### config.mk
export PLATFORM = sky130hd
export DESIGN_NAME = uart_tx_fifo_sb_ctrl
export DESIGN_NICKNAME = d
export VERILOG_FILES = /design/src/rtl/uart_tx_fifo_sb_ctrl.sv
export SDC_FILE = /design/constraint.sdc
export NUM_CORES = 1
export LEC_CHECK = 0
export CAP_MARGIN = 5
export CORE_MARGIN = 2
export CORE_UTILIZATION = 55
export CTS_CLUSTER_SIZE = 25
export DETAILED_ROUTE_END_ITERATION = 6
export DONT_BUFFER_PORTS = 1
export PLACE_DENSITY = 0.73
export SYNTH_ARGS = -nofsm -noshare
export SYNTH_HDL_FRONTEND = slang
export SYNTH_HIERARCHICAL = 1
export SYNTH_SLANG_ARGS = --single-unit
### constraint.sdc
create_clock -name clk_i -period 4.3 [get_ports clk_i]
set_input_delay 0.43 -clock clk_i [delete_from_list [all_inputs] [get_ports clk_i]]
set_output_delay 0.43 -clock clk_i [all_outputs]
set_load 0.05 [all_outputs]
### src/rtl/uart_tx_fifo_sb_ctrl.sv
// Generic byte FIFO plus the bus-mapped UART transmitter that drains it.
// Latency: bus access completes one cycle after req_i; an idle TX starts a frame two cycles after a DATA write.
// Backpressure: none on the bus; DATA writes to a full FIFO are dropped and recorded in sticky overflow.

// Synchronous FIFO with flush; a push into a full FIFO is taken only when a pop frees a slot in the same cycle.
// Latency: head_dat shows a pushed entry one cycle after the push when the FIFO was empty.
// Backpressure: push_vld while full and not popping is silently ignored; the caller tracks the drop.
module uart_tx_fifo_sb_ctrl_fifo #(
    parameter int DEPTH = 8,
    parameter int WIDTH = 8
) (
    input  logic                   clk_i,
    input  logic                   resetn_i,
    input  logic                   flush,
    input  logic                   push_vld,
    input  logic [WIDTH-1:0]       push_dat,
    input  logic                   pop_rdy,
    output logic [WIDTH-1:0]       head_dat,
    output logic                   full,
    output logic                   empty,
    output logic [$clog2(DEPTH):0] count
);
    localparam int AW = $clog2(DEPTH);
    localparam logic [AW:0]   FULL_CNT = DEPTH[AW:0];
    localparam logic [AW:0]   CNT_ONE  = 1;
    localparam logic [AW-1:0] PTR_ONE  = 1;

    logic [WIDTH-1:0] mem [DEPTH];
    logic [AW-1:0]    wr_ptr;
    logic [AW-1:0]    rd_ptr;
    logic             do_push;
    logic             do_pop;

    assign empty    = (count == '0);
    assign full     = (count == FULL_CNT);
    assign do_pop   = pop_rdy && !empty;
    assign do_push  = push_vld && (!full || do_pop);
    assign head_dat = mem[rd_ptr];

    // Storage array; entries need no reset since count gates visibility.
    always_ff @(posedge clk_i) begin
        if (do_push && !flush) begin
            mem[wr_ptr] <= push_dat;
        end
    end

    // Pointers wrap naturally at the power-of-two depth; flush wins over push/pop.
    always_ff @(posedge clk_i or negedge resetn_i) begin
        if (!resetn_i) begin
            wr_ptr <= '0;
            rd_ptr <= '0;
            count  <= '0;
        end else if (flush) begin
            wr_ptr <= '0;
            rd_ptr <= '0;
            count  <= '0;
        end else begin
            if (do_push) wr_ptr <= wr_ptr + PTR_ONE;
            if (do_pop)  rd_ptr <= rd_ptr + PTR_ONE;
            case ({do_push, do_pop})
                2'b10:   count <= count + CNT_ONE;
                2'b01:   count <= count - CNT_ONE;
                default: count <= count;
            endcase
        end
    end
endmodule

// Bus-mapped buffered UART transmitter: DATA/STATUS/DIV/CTRL/RST registers, FIFO and framing FSM.
// Latency: ready_o and read_data_o one cycle after req_i; tx_o registered, frames back-to-back while data remains.
// Backpressure: never stalls the bus; overflowing DATA writes are dropped and set STATUS.overflow.
module uart_tx_fifo_sb_ctrl #(
    parameter int          FIFO_DEPTH = 8,
    parameter logic [15:0] DIV_RST    = 16'd868
) (
    input  logic        clk_i,
    input  logic        resetn_i,
    input  logic        req_i,
    input  logic        write_enable_i,
    input  logic [31:0] addr_i,
    input  logic [31:0] write_data_i,
    output logic [31:0] read_data_o,
    output logic        ready_o,
    output logic        tx_o,
    output logic        busy_o
);
    localparam int CW = $clog2(FIFO_DEPTH) + 1;

    typedef enum logic [2:0] {S_IDLE, S_START, S_DATA, S_PARITY, S_STOP} state_t;
    state_t state_q, state_d;

    logic [7:0]    reg_off;
    logic          bus_wr, bus_rd, data_wr, div_wr, ctrl_wr, flush, status_rd;
    logic [15:0]   div_q;
    logic          par_en_q, par_odd_q, overflow_q;
    logic          fifo_pop, fifo_full, fifo_empty;
    logic [7:0]    fifo_head;
    logic [CW-1:0] fifo_cnt;
    logic [7:0]    cnt_byte;
    logic [31:0]   rd_mux;
    logic [15:0]   baud_q, baud_d, div_lat_q, div_lat_d;
    logic [2:0]    bit_cnt_q, bit_cnt_d;
    logic [7:0]    shreg_q, shreg_d;
    logic          par_en_lat_q, par_en_lat_d, par_bit_q, par_bit_d;
    logic          tx_d, baud_end;
    logic          unused_bits;

    assign reg_off     = addr_i[7:0];
    assign bus_wr      = req_i && write_enable_i;
    assign bus_rd      = req_i && !write_enable_i;
    assign data_wr     = bus_wr && (reg_off == 8'h00);
    assign div_wr      = bus_wr && (reg_off == 8'h08);
    assign ctrl_wr     = bus_wr && (reg_off == 8'h0C);
    assign flush       = bus_wr && (reg_off == 8'h24) && write_data_i[0];
    assign status_rd   = bus_rd && (reg_off == 8'h04);
    assign cnt_byte    = 8'(fifo_cnt);
    assign busy_o      = (state_q != S_IDLE) || !fifo_empty;
    assign baud_end    = (baud_q == div_lat_q - 16'd1);
    assign unused_bits = ^{addr_i[31:8], write_data_i[31:16]};

    uart_tx_fifo_sb_ctrl_fifo #(.DEPTH(FIFO_DEPTH), .WIDTH(8)) u_fifo (
        .clk_i    (clk_i),
        .resetn_i (resetn_i),
        .flush    (flush),
        .push_vld (data_wr),
        .push_dat (write_data_i[7:0]),
        .pop_rdy  (fifo_pop),
        .head_dat (fifo_head),
        .full     (fifo_full),
        .empty    (fifo_empty),
        .count    (fifo_cnt)
    );

    // Read mux; unmapped offsets and DATA read as zero.
    always_comb begin
        rd_mux = '0;
        case (reg_off)
            8'h04:   rd_mux = {16'h0, cnt_byte, 4'h0, overflow_q, fifo_empty, fifo_full, busy_o};
            8'h08:   rd_mux = {16'h0, div_q};
            8'h0C:   rd_mux = {30'h0, par_odd_q, par_en_q};
            default: rd_mux = '0;
        endcase
    end

    // Bus response: one-cycle ready strobe, read data held until the next read.
    always_ff @(posedge clk_i or negedge resetn_i) begin
        if (!resetn_i) begin
            ready_o     <= 1'b0;
            read_data_o <= '0;
        end else begin
            ready_o <= req_i;
            if (bus_rd) read_data_o <= rd_mux;
        end
    end

    // Configuration and sticky overflow; a drop only happens when no pop frees a slot.
    always_ff @(posedge clk_i or negedge resetn_i) begin
        if (!resetn_i) begin
            div_q      <= DIV_RST;
            par_en_q   <= 1'b0;
            par_odd_q  <= 1'b0;
            overflow_q <= 1'b0;
        end else begin
            if (div_wr) div_q <= (write_data_i[15:0] < 16'd4) ? 16'd4 : write_data_i[15:0];
            if (ctrl_wr) begin
                par_en_q  <= write_data_i[0];
                par_odd_q <= write_data_i[1];
            end
            if (flush || status_rd) overflow_q <= 1'b0;
            else if (data_wr && fifo_full && !fifo_pop) overflow_q <= 1'b1;
        end
    end

    // FSM state register.
    always_ff @(posedge clk_i or negedge resetn_i) begin
        if (!resetn_i) state_q <= S_IDLE;
        else           state_q <= state_d;
    end

    // FSM next state and pop; a flush aborts the frame and suppresses the pop.
    always_comb begin
        state_d  = state_q;
        fifo_pop = 1'b0;
        case (state_q)
            S_IDLE:   if (!fifo_empty) begin state_d = S_START; fifo_pop = 1'b1; end
            S_START:  if (baud_end) state_d = S_DATA;
            S_DATA:   if (baud_end && bit_cnt_q == 3'd7) state_d = par_en_lat_q ? S_PARITY : S_STOP;
            S_PARITY: if (baud_end) state_d = S_STOP;
            S_STOP: begin
                if (baud_end) begin
                    if (!fifo_empty) begin state_d = S_START; fifo_pop = 1'b1; end
                    else state_d = S_IDLE;
                end
            end
            default:  state_d = S_IDLE;
        endcase
        if (flush) begin
            state_d  = S_IDLE;
            fifo_pop = 1'b0;
        end
    end

    // FSM outputs: frame datapath next values and the line level for the upcoming state.
    always_comb begin
        baud_d = baud_q + 16'd1;
        if (state_d != state_q || baud_end || state_q == S_IDLE) baud_d = '0;
        bit_cnt_d = '0;
        if (state_q == S_DATA) bit_cnt_d = baud_end ? bit_cnt_q + 3'd1 : bit_cnt_q;
        shreg_d      = shreg_q;
        div_lat_d    = div_lat_q;
        par_en_lat_d = par_en_lat_q;
        par_bit_d    = par_bit_q;
        if (fifo_pop) begin
            shreg_d      = fifo_head;
            div_lat_d    = div_q;
            par_en_lat_d = par_en_q;
            par_bit_d    = (^fifo_head) ^ par_odd_q;
        end else if (state_q == S_DATA && baud_end) begin
            shreg_d = {1'b0, shreg_q[7:1]};
        end
        case (state_d)
            S_START:  tx_d = 1'b0;
            S_DATA:   tx_d = shreg_d[0];
            S_PARITY: tx_d = par_bit_q;
            default:  tx_d = 1'b1;
        endcase
    end

    // Frame datapath registers; tx_o changes on the same edge as the state.
    always_ff @(posedge clk_i or negedge resetn_i) begin
        if (!resetn_i) begin
            baud_q       <= '0;
            bit_cnt_q    <= '0;
            shreg_q      <= '0;
            div_lat_q    <= DIV_RST;
            par_en_lat_q <= 1'b0;
            par_bit_q    <= 1'b0;
            tx_o         <= 1'b1;
        end else begin
            baud_q       <= baud_d;
            bit_cnt_q    <= bit_cnt_d;
            shreg_q      <= shreg_d;
            div_lat_q    <= div_lat_d;
            par_en_lat_q <= par_en_lat_d;
            par_bit_q    <= par_bit_d;
            tx_o         <= tx_d;
        end
    end
endmodule

==> flow_summary.ini, run 1 <==
[layout]
drive_above_1_share_pct = 21.3
fillCellCount = 1029
fin_cells = 865
multi_input_area_um2 = 3240
fin_util_pct = 63.1
fin_area_um2 = 8720
seqCellArea_um2 = 4320
antenna_cells = 0
area_growth_pct = 12.3
fin_nets = 749

[yosys]
synth_area_um2 = 7770
ys_seq_elements = 159
yosysSeqAreaShare_pct = 55.5
synth_top_family_by_area = simple AND/OR/NAND/NOR gates
synth_xor_area_share_pct = 4.85
synthMuxAreaShare_pct = 10.2
ys_types = 67
synthAdderAreaFrac_pct = 1.55
syn_area_per_cell_um2 = 11.8
synth_compound_area_share_pct = 7.97
synth_edf_count = 64
synth-main-ff-cell = dfrtp_1
async_flop_share_pct = 59.7
yosys_warnings = 6
synth-simple-area-share_pct = 15.2
synth_cells = 659

[placement]
place_hpwl_um = 11100
portBuffers = 0
pre_cts_slack_ns = 0.0697
placed_cell_area_um2 = 8000
placedCellCount = 828
routabilityCongestion = 0.888

[grt]
grt_max_degree = 96
track_usage_pct = 23.4
antenna_found_initial = 0
overflow = 0
grt_pass1_wl_um = 26200
grt_pass1_vias = 5070

[floorplanning]
num_rows = 43
dieWidth_um = 123
die_y_um = 123
coreArea_um2 = 13800
die-area_um2 = 15100
initial_core_util_pct = 56.2
num_io_pins = 103

[timing]
setup_violations = 0
max_slew.worst_pin.slew_ns = 0.967
min_period_over_period_pct = 95.0
finalClockSkew_ns = 0.0112
worst_slack_ns = 0.214
rsz0062_at_grt = false
min_period_ns = 4.09
max_slew_margin_pct = 35.5
clock.fmax_ghz = 0.245
final_max_slew_viol_count = 0
final_hold_viol_count = 0

[critical_path]
cp_slowest_stage_delay_ns = 0.55
path_max_fanout = 7
arrival_ns = 4.43
ff2ff_path_depth = 17
cp_slowest_cell = or4b_4
path_cells = inv_1, ha_4, nor2b_2, o21ba_2, a211oi_1, o211ai_1, or4b_4, or2_1, a211o_1, clkinv_4, o41ai_4, nor2_4, ha_1, a211oi_2, nor2_1, mux2_2, o22ai_1
start_kind = flop
cp.depth = 17
crit_family = compound AO/OA/AOI/OAI gates
required_ns = 4.65
critPathKind = reg -> reg
worst-path-buf-inv = 2
cp-end-kind = flop

[drt]
drt-total-wl_um = 16400
drt_pass1_iterations = 5
wl_per_cell_um = 18.9
drtIter0Drc = 402
viasPerCell = 5.92
ant_nets = 0
drc = 0
vias = 5125

[pwr]
netSwitchingPower_mw = 1.40
clkPwrFrac_pct = 36.1
internal_power_mw = 3.02
power_frac_seq_pct = 42.1
p_sw_share_pct = 31.7
comb_power_share_pct = 21.8
cellPowerDensity_nw_per_um2 = 506
ir_drop_mv = 0.359
p_leak_nw = 3.56

[run_status]
status = finished clean

[cts]
clock-sinks = 159
clock_latency_ns = 0.43
clkTransAtPathRegs_ns = 0.07
clock_path_buffers = 2
cts_buffers = 17
cts_tree = done
cts.htree.levels = 4
cts-root-buf = clkbuf_16

[min_path]
hold_class = in -> reg
holdPathStages = 0

[flow_run]
drv_cap = 0
## cell usage in the layout, fill, tap and decap left out, types with 4 or more instances in the layout
cell,instances
nand4_1,4
nor2b_1,6
xnor2_1,21
buf_4,24
a21oi_1,5
edfxtp_1,64
or3_1,4
conb_1,16
clkinv_8,6
mux4_2,16
clkbuf_16,17
dfstp_2,11
mux2_2,28
xor2_1,22
nand2b_1,4
and2_1,5
nand2_1,85
a31oi_1,6
nand3b_1,4
o211ai_1,6
inv_1,17
o21ai_0,28
nor3_1,12
nor4_1,6
mux2i_1,7
and3_1,7
nand3_1,18
ha_1,7
a22oi_1,9
nor2_1,58
dfrtp_1,82
a221o_1,6
## layer usage
layer	track usage (%)	vias to the layer above	share of wire, %
met3	6.04	22	5.7
met5	0	-	0
li1	-	2365	-
met4	8.55	0	1.6
met2	37.2	149	49
met1	31.1	2589	43
## final cells by class
type | instances | share of cell area [%]
tap | 180 | 2.58
sequential | 159 | 49.5
clock inverter | 15 | 2.55
timing repair buffer | 26 | 2.50
multi-input combinational | 450 | 37.2
clock buffer | 17 | 4.88
inverter | 18 | 0.832
## synth_stat cells, drive strengths merged, types with 6 or more instances
library cell	number	area, um^2
buf	30	225
mux2	31	360
xor2	22	193
nor3	14	75.1
o211ai	6	45.0
ha	8	100
a221o	6	60.1
nor2	60	230
mux2i	7	70.1
nor2b	7	43.8
nand2	85	319
a22oi	10	80.1
xnor2	21	184
edfxtp	64	1920
o21ai	29	156
dfstp	11	289
dfrtp	84	2100
clkbuf	18	67.6
and3	7	43.8
nor4	10	77.6
inv	17	63.8
nand3	19	95.1
a31oi	7	58.8
mux4	16	360
## kinds of logic (layout without fill, tap and decap cells)
group	Yosys count	count (layout)
buf+inv	66	76
fa+ha+maj	9	9
simple gates	241	242
other cells	1	16
flops	159	159
xor+xnor	43	43
compound gates	86	86
mux	54	54
## flip-flops by register name (all words and copies together) (netlist names), 3 cells and up
signal and flops:
u_fifo/wr_ptr 3, u_fifo/count 4, shreg_q 8, state_q 3, u_fifo/mem 64, div_q 16
baud_q 16, bit_cnt_q 3, read_data_o 16, div_lat_q 16, u_fifo/rd_ptr 3
## power by group through the flow
stage          clock (mW)  sequential [mW]  combinational [mW]
6_report             1.59             1.86               0.963
5_1_grt              1.68             1.88                1.06
4_1_cts              1.61             1.86               0.951
3_5_place_dp            0             1.89               0.920
3_3_place_gp            0             1.88               0.886
2_1_floorplan           0             1.81               0.839
## path summary, 6_finish.rpt
path / startpoint / endpoint / slack (ns)
max: div_lat_q[0] / u_fifo/count[3] / 0.21
min in group asynchronous: resetn_i / shreg_q[5] / 0.60
max reg2reg: div_lat_q[0] / u_fifo/count[3] / 0.21
min: req_i / ready_o / 0.03
max in group asynchronous: resetn_i / div_lat_q[5] / 3.32
min reg2reg: div_q[2] / div_lat_q[2] / 0.47
## worst reg2reg max path, delay by kind of cell, from the launching register on
kind | cells | cell delay (ns)
DFF | 1 | 0.45
AOI/OAI and AO/OA | 7 | 1.37
adders and majority gates | 2 | 0.45
and+or+nand+nor | 5 | 1.28
muxes | 1 | 0.28
buffers and inverters | 2 | 0.18
## what timing repair did
action	4_1_cts	5_1_grt
hold buffers	2	0
endpoints found under the setup margin	0	31
gates resized for setup	0	4
setup buffers	0	2
endpoints found under the hold margin	95	0
## stage by stage
step	TNS, ns	total power [mW]	hold slack [ns]
2_1_floorplan	-0.0695	2.65	0.134
3_3_place_gp	0	2.76	0.140
3_5_place_dp	0	2.81	0.142
4_1_cts	0	4.42	0.00780
5_1_grt	0	4.62	0.00651
6_report	0	4.42	0.0251
Power figures use the tool's default switching activity.
==> run 2: changes to the inputs <==
CAP_MARGIN = 20   (was 5)
==> results of run 2 <==
Final layout, timing and power as in run 1 (identical DEF).
==> run 3: changes to the inputs <==
CORE_UTILIZATION = 45   (was 55)
PLACE_DENSITY = unset   (was 0.73)
SLEW_MARGIN = 0   (was unset)
==> run 3 against run 2 <==
Cell area shrank 0.73%. Sequential cell count is the same. Critical path depth shrank 2. Largest power group unchanged. Utilization shrank 12 points. Sequential share of layout area grew 0.35 points.
==> flow_summary.ini, run 3 (synthesis results as in run 1) <==
[drt]
drt-total-wl_um = 16600
ant_nets = 0
wl_per_cell_um = 18.2
vias = 5041
m1WireLength_um = 7560
met3_length_um = 691
drt_pass1_iterations = 5
viasPerCell = 5.53
drc = 0
wl_met2_um = 8060
top_layer_used = met4
drtIter0Drc = 386

[cts]
clock_path_buffers = 2
clock_latency_ns = 0.42
clkTransAtPathRegs_ns = 0.06
cts_buffers = 17
clock-sinks = 159
cts.htree.levels = 4
cts-root-buf = clkbuf_16
cts_tree = done

[timing]
rsz0062_at_grt = false
worst_slack_ns = 0.282
max_slew.worst_pin.slew_ns = 0.893
max_slew_margin_pct = 40.5
min_period_over_period_pct = 93.4
setup_violations = 0
final_hold_viol_count = 0
finalClockSkew_ns = 0.00993
min_period_ns = 4.02
final_max_slew_viol_count = 0
clock.fmax_ghz = 0.249

[placement]
pre_cts_slack_ns = 0.139
place_hpwl_um = 11700
portBuffers = 0
routabilityCongestion = 0.861

[grt]
antenna_found_initial = 0
grt_max_degree = 96
grt_pass1_wl_um = 26500
track_usage_pct = 19.1
grt_pass1_vias = 4981
overflow = 0

[flow_run]
drv_cap = 0

[min_path]
min_to = ready_o
hold_class = in -> reg
hold_start = req_i
holdPathStages = 0

[layout]
area_growth_pct = 11.5
antenna_cells = 0
fin_nets = 751
drive_above_1_share_pct = 20.8
multi_input_area_um2 = 3230
fin_util_pct = 50.8
layout_common_cells = nand2_1 (85), dfrtp_1 (83), edfxtp_1 (64)
seqCellArea_um2 = 4310
regMostFlops = u_fifo/mem
fillCellCount = 1506
layout_commonest_cell = nand2_1
largest_reg_flops = 64

[floorplanning]
num_io_pins = 103
die-area_um2 = 18300
initial_core_util_pct = 45.5
coreArea_um2 = 17100
num_rows = 48
dieWidth_um = 135
die_y_um = 135

[critical_path]
timing.rr.start = div_lat_q[1]
critPathKind = reg -> reg
required_ns = 4.64
arrival_ns = 4.36
start_kind = flop
reg2reg_setup_slack_ns = 0.28
cp-end-kind = flop
path_max_fanout = 6
rr_endpoint = u_fifo/count[3]
ff2ff_path_depth = 15

[pwr]
cellPowerDensity_nw_per_um2 = 481
fin_total_pwr_mw = 4.16
p_leak_nw = 3.51
ir_drop_mv = 0.315

[run_status]
status = finished clean
-- run 3: changes by cell type in the layout (fill, tap and decap cells not counted), moves of 2 or more --
cell,change
buf_4,+3
bufinv_16,-2
clkinv_8,-6
clkinvlp_2,+3
inv_8,-2
-- run 3: area by class of cell --
class | count | share of cell area, %
sequential | 159 | 49.8
multi-input combinational | 449 | 37.3
clock buffer | 18 | 4.96
tap | 225 | 3.25
timing repair buffer | 29 | 2.77
clock inverter | 13 | 1.05
inverter | 18 | 0.838
-- run 3: worst max path at each step --
stage | start | end | slack [ns] | cells after the start
2_1_floorplan | div_lat_q[1] | u_fifo/count[3] | -0.07 | 20
3_5_place_dp | div_lat_q[3] | u_fifo/count[3] | 0.14 | 15
6_report | div_lat_q[1] | u_fifo/count[3] | 0.28 | 15
4_1_cts | div_lat_q[3] | u_fifo/count[3] | 0.12 | 15
5_1_grt | div_lat_q[1] | u_fifo/mem[4][7] | 0.04 | 14
3_3_place_gp | div_lat_q[3] | u_fifo/count[3] | 0.23 | 15
-- run 3: power by group --
part | switching, mW | internal, mW
combinational | 0.538 | 0.432
clock | 0.606 | 0.733
sequential | 0.160 | 1.69
total | 1.30 | 2.86
-- run 3: stage by stage --
stage          TNS, ns  hold WS, ns  instance area (um^2)  std cells
3_3_place_gp         0        0.142                  8070        875
6_report             0       0.0340                  8660        911
2_1_floorplan  -0.0695        0.134                  7910        674
5_1_grt              0       0.0224                  8660        911
4_1_cts              0       0.0247                  8630        908
3_5_place_dp         0        0.142                  8070        875
-- run 3: critical path, cell delays in order (launching register included) --
cell      delay [ns]
dfrtp_1         0.45
or3_4           0.45
a211o_1         0.30
a211oi_2        0.18
a211oi_1        0.08
or4b_4          0.57
or2_1           0.24
a211o_1         0.31
clkinv_4        0.08
o41ai_4         0.08
nor2_4          0.20
ha_1            0.27
a211oi_2        0.22
nor2_1          0.10
mux2_2          0.28
o22ai_1         0.13
-- run 3: routing by layer --
metal,vias to the layer above,global-route usage [%]
met2,126,30.4
met4,0,7.29
met1,2517,26.0
met5,-,0
met3,27,3.70
li1,2371,-
-- run 3: what timing repair did --
item,in CTS,in global routing
setup endpoints to repair,0,5
gates resized for setup,0,2
hold buffers,2,0
setup buffers,0,3
endpoints found under the hold margin,95,0
==> patch, RTL diff (settings of run 3) <==
Change the parameter `FIFO_DEPTH` from 8 to 16.
--- a/src/rtl/uart_tx_fifo_sb_ctrl.sv
+++ b/src/rtl/uart_tx_fifo_sb_ctrl.sv
@@ -72,3 +72,3 @@
 module uart_tx_fifo_sb_ctrl #(
-    parameter int          FIFO_DEPTH = 8,
+    parameter int          FIFO_DEPTH = 16,
     parameter logic [15:0] DIV_RST    = 16'd868
Formal check against the unedited RTL: no difference found for any inputs over 4 cycles, from zero or initial values and one cycle with resetn_i low; that may be too few to reach the edited logic, so the function may still have changed.
==> patch against run 3 <==
- sequential cell count rose by 67
- total power rose by 39%
- non-clock buffer count increased by 21
- final area increased by 38%
- worst setup slack got worse by 0.22 ns
- maximum frequency fell by 5.3%
- area after synthesis is 34% higher
- routed wire length increased by 38%
==> patch: results (changes against run 3) <==
Largest Register u_fifo/mem; largest net degree at the start of global routing 99 (+3.1%); critical path peak fanout 8 (+2); ANT nets after route 0 (unchanged); antenna cells 0 (unchanged); initial antenna violation count 0 (unchanged); sequential share of the synthesized area 60.6% (+5.1 points); clk slew on worst S/H paths 0.06 ns (about the same); Root Buffer Master clkbuf_16; first drt pass iteration count 5 (unchanged); Lkg Pwr 4.54 nW (+29%); R2R Setup Slk 0.06 ns (-0.22 ns); Setup CP Type reg2reg; CP max stage cell or3b_4; top post-synthesis cells by count edfxtp_1, dfrtp_1, nor2_1, nand2_1, mux4_2; fin crit share 98.6% (+5.2 points); vias in the first global route 6408 (+29%); Detailed Place HPWL 15500 um (+32%); global-route wire length before repair 36400 um (+37%); initial detailed-routing violation count 326 (-16%); GPL Wtd Cong 0.822 (-4.5%); RR Startpoint div_lat_q[1]; DR WL/cell 20.6 um (+13%); r2r endpoint u_fifo/mem[0][5]; layout cells sized above 1 24.5% (+3.7 points); vias per inst 5.60 (+1.1%); Clock Latency Late Sink 0.53 ns (+0.11 ns); status finished clean; WL met2 12000 um (+48%); Placeable Area 22600 um^2 (+33%); pre-CTS setup slack 0.0559 ns (-0.0833 ns); Synth area leaders edfxtp_1, dfrtp_1, mux4_2, dfstp_2, nor2_1; H-Tree Depth 1 (-3); DRT met1 WL 9650 um (+28%); final WL 22900 um (+38%); number of synthesized flops with an enable pin 128 (+100%); max_slew headroom 44.8% (+4.3 points); Final Net Count 887 (+18%); max FFs per register 128 (+100%); Peak VDD IR 0.000368 V (+17%); synth unique cells 68 (+1.5%); reg2reg path depth 14 (-1); GR Util All Layers 19.4% (+0.30 points); Worst Skew 0.00975 ns (-0.000186 ns); Ys Warns 6 (unchanged); Synth Area per Inst 13.6 um^2 (+16%); max layer used met4; CTS Buf Count 25 (+8); Hold Path Class in2reg; PortBufs 0 (unchanged); Crit path largest cell delay 0.47 ns (-0.10 ns); Worst Path Arrival 4.44 ns (+0.08 ns); Placed Instances 1045 (+19%); Met3 Routed Length 740 um (+7.1%); final hold vios 0 (unchanged); fraction of registers with async set/reset 43.4% (-16 points); clk buf depth 3 (+1)
[patch: cell count changes in the layout (fill, tap and decap cells not counted), sizes merged, moves of 6 or more]
cell	change
edfxtp	+64
nand2	-22
buf	+12
a221o	-6
a21oi	+11
nor3	-10
dlygate4sd3	+9
clkbuf	+13
mux4	+24
nand3	+11
nor2	+15
xnor2	+8
[patch: cells by family (layout without fill, tap and decap cells)]
| logic type | after synthesis | after routing | synth area share, % |
|---|---|---|---|
| fa+ha+maj | 13 | 13 | 1.64 |
| flops | 226 | 226 | 60.6 |
| compound gates | 88 | 88 | 5.68 |
| mux | 75 | 75 | 12.7 |
| xor+xnor | 52 | 52 | 4.38 |
| simple gates | 236 | 236 | 11.1 |
| other cells | 1 | 16 | 0.0360 |
| buf+inv | 72 | 118 | 3.80 |
[patch: per-layer routing]
metal / global-route usage (%) / up-vias
met5: 0 / -
met4: 5.07 / 0
met3: 2.64 / 33
met2: 35.1 / 115
met1: 24.5 / 3199
li1: - / 2860
[patch: through the flow]
step                      hold slack [ns]  area [um^2]
after floorplan                     0.134        10500
after global placement              0.137        10800
after detailed placement            0.137        10800
after CTS                          0.0301        11800
after global routing               0.0258        12000
final                              0.0530        12000
[patch: what timing repair did]
item,in CTS,in global routing
resized for setup,0,11
hold buffers,11,0
setup buffers,0,8
endpoints found under the setup margin,0,9
endpoints found under the hold margin,227,0
[patch: worst min-delay path by stage]
stage	from	cells past startpoint	slack, ns	end
2_1_floorplan	resetn_i	0	0.13	baud_q[0]
3_3_place_gp	resetn_i	0	0.14	baud_q[15]
3_5_place_dp	resetn_i	0	0.14	baud_q[15]
4_1_cts	write_data_i[1]	2	0.03	div_q[1]
5_1_grt	write_data_i[0]	2	0.03	div_q[0]
6_report	write_data_i[14]	1	0.05	div_q[14]
[patch: layout make-up]
type	instances	area, um^2
clock buffers	31	658
well taps	285	357
inverters	23	86.3
clock inverters	14	210
fillers	1867	10700
multi-input cells	480	3900
flip-flops and latches	226	6310
repair buffers	50	445
[patch: power by group]
part	internal (W)	switching [W]	leakage (nW)	total, W
clock	0.00139	0.000844	0.424	0.00223
combinational	0.000488	0.000525	1.67	0.00101
sequential	0.00240	0.000148	2.44	0.00255
[patch: worst max-delay path: cells and delay by family (launching register included)]
kind / cells / cell delay (ns)
buffers and inverters: 3 / 0.34
flip-flops: 1 / 0.38
AND/OR/NAND/NOR: 6 / 2.05
AO/OA/AOI/OAI: 4 / 1.00
adder cells (fa/ha/maj): 1 / 0.13
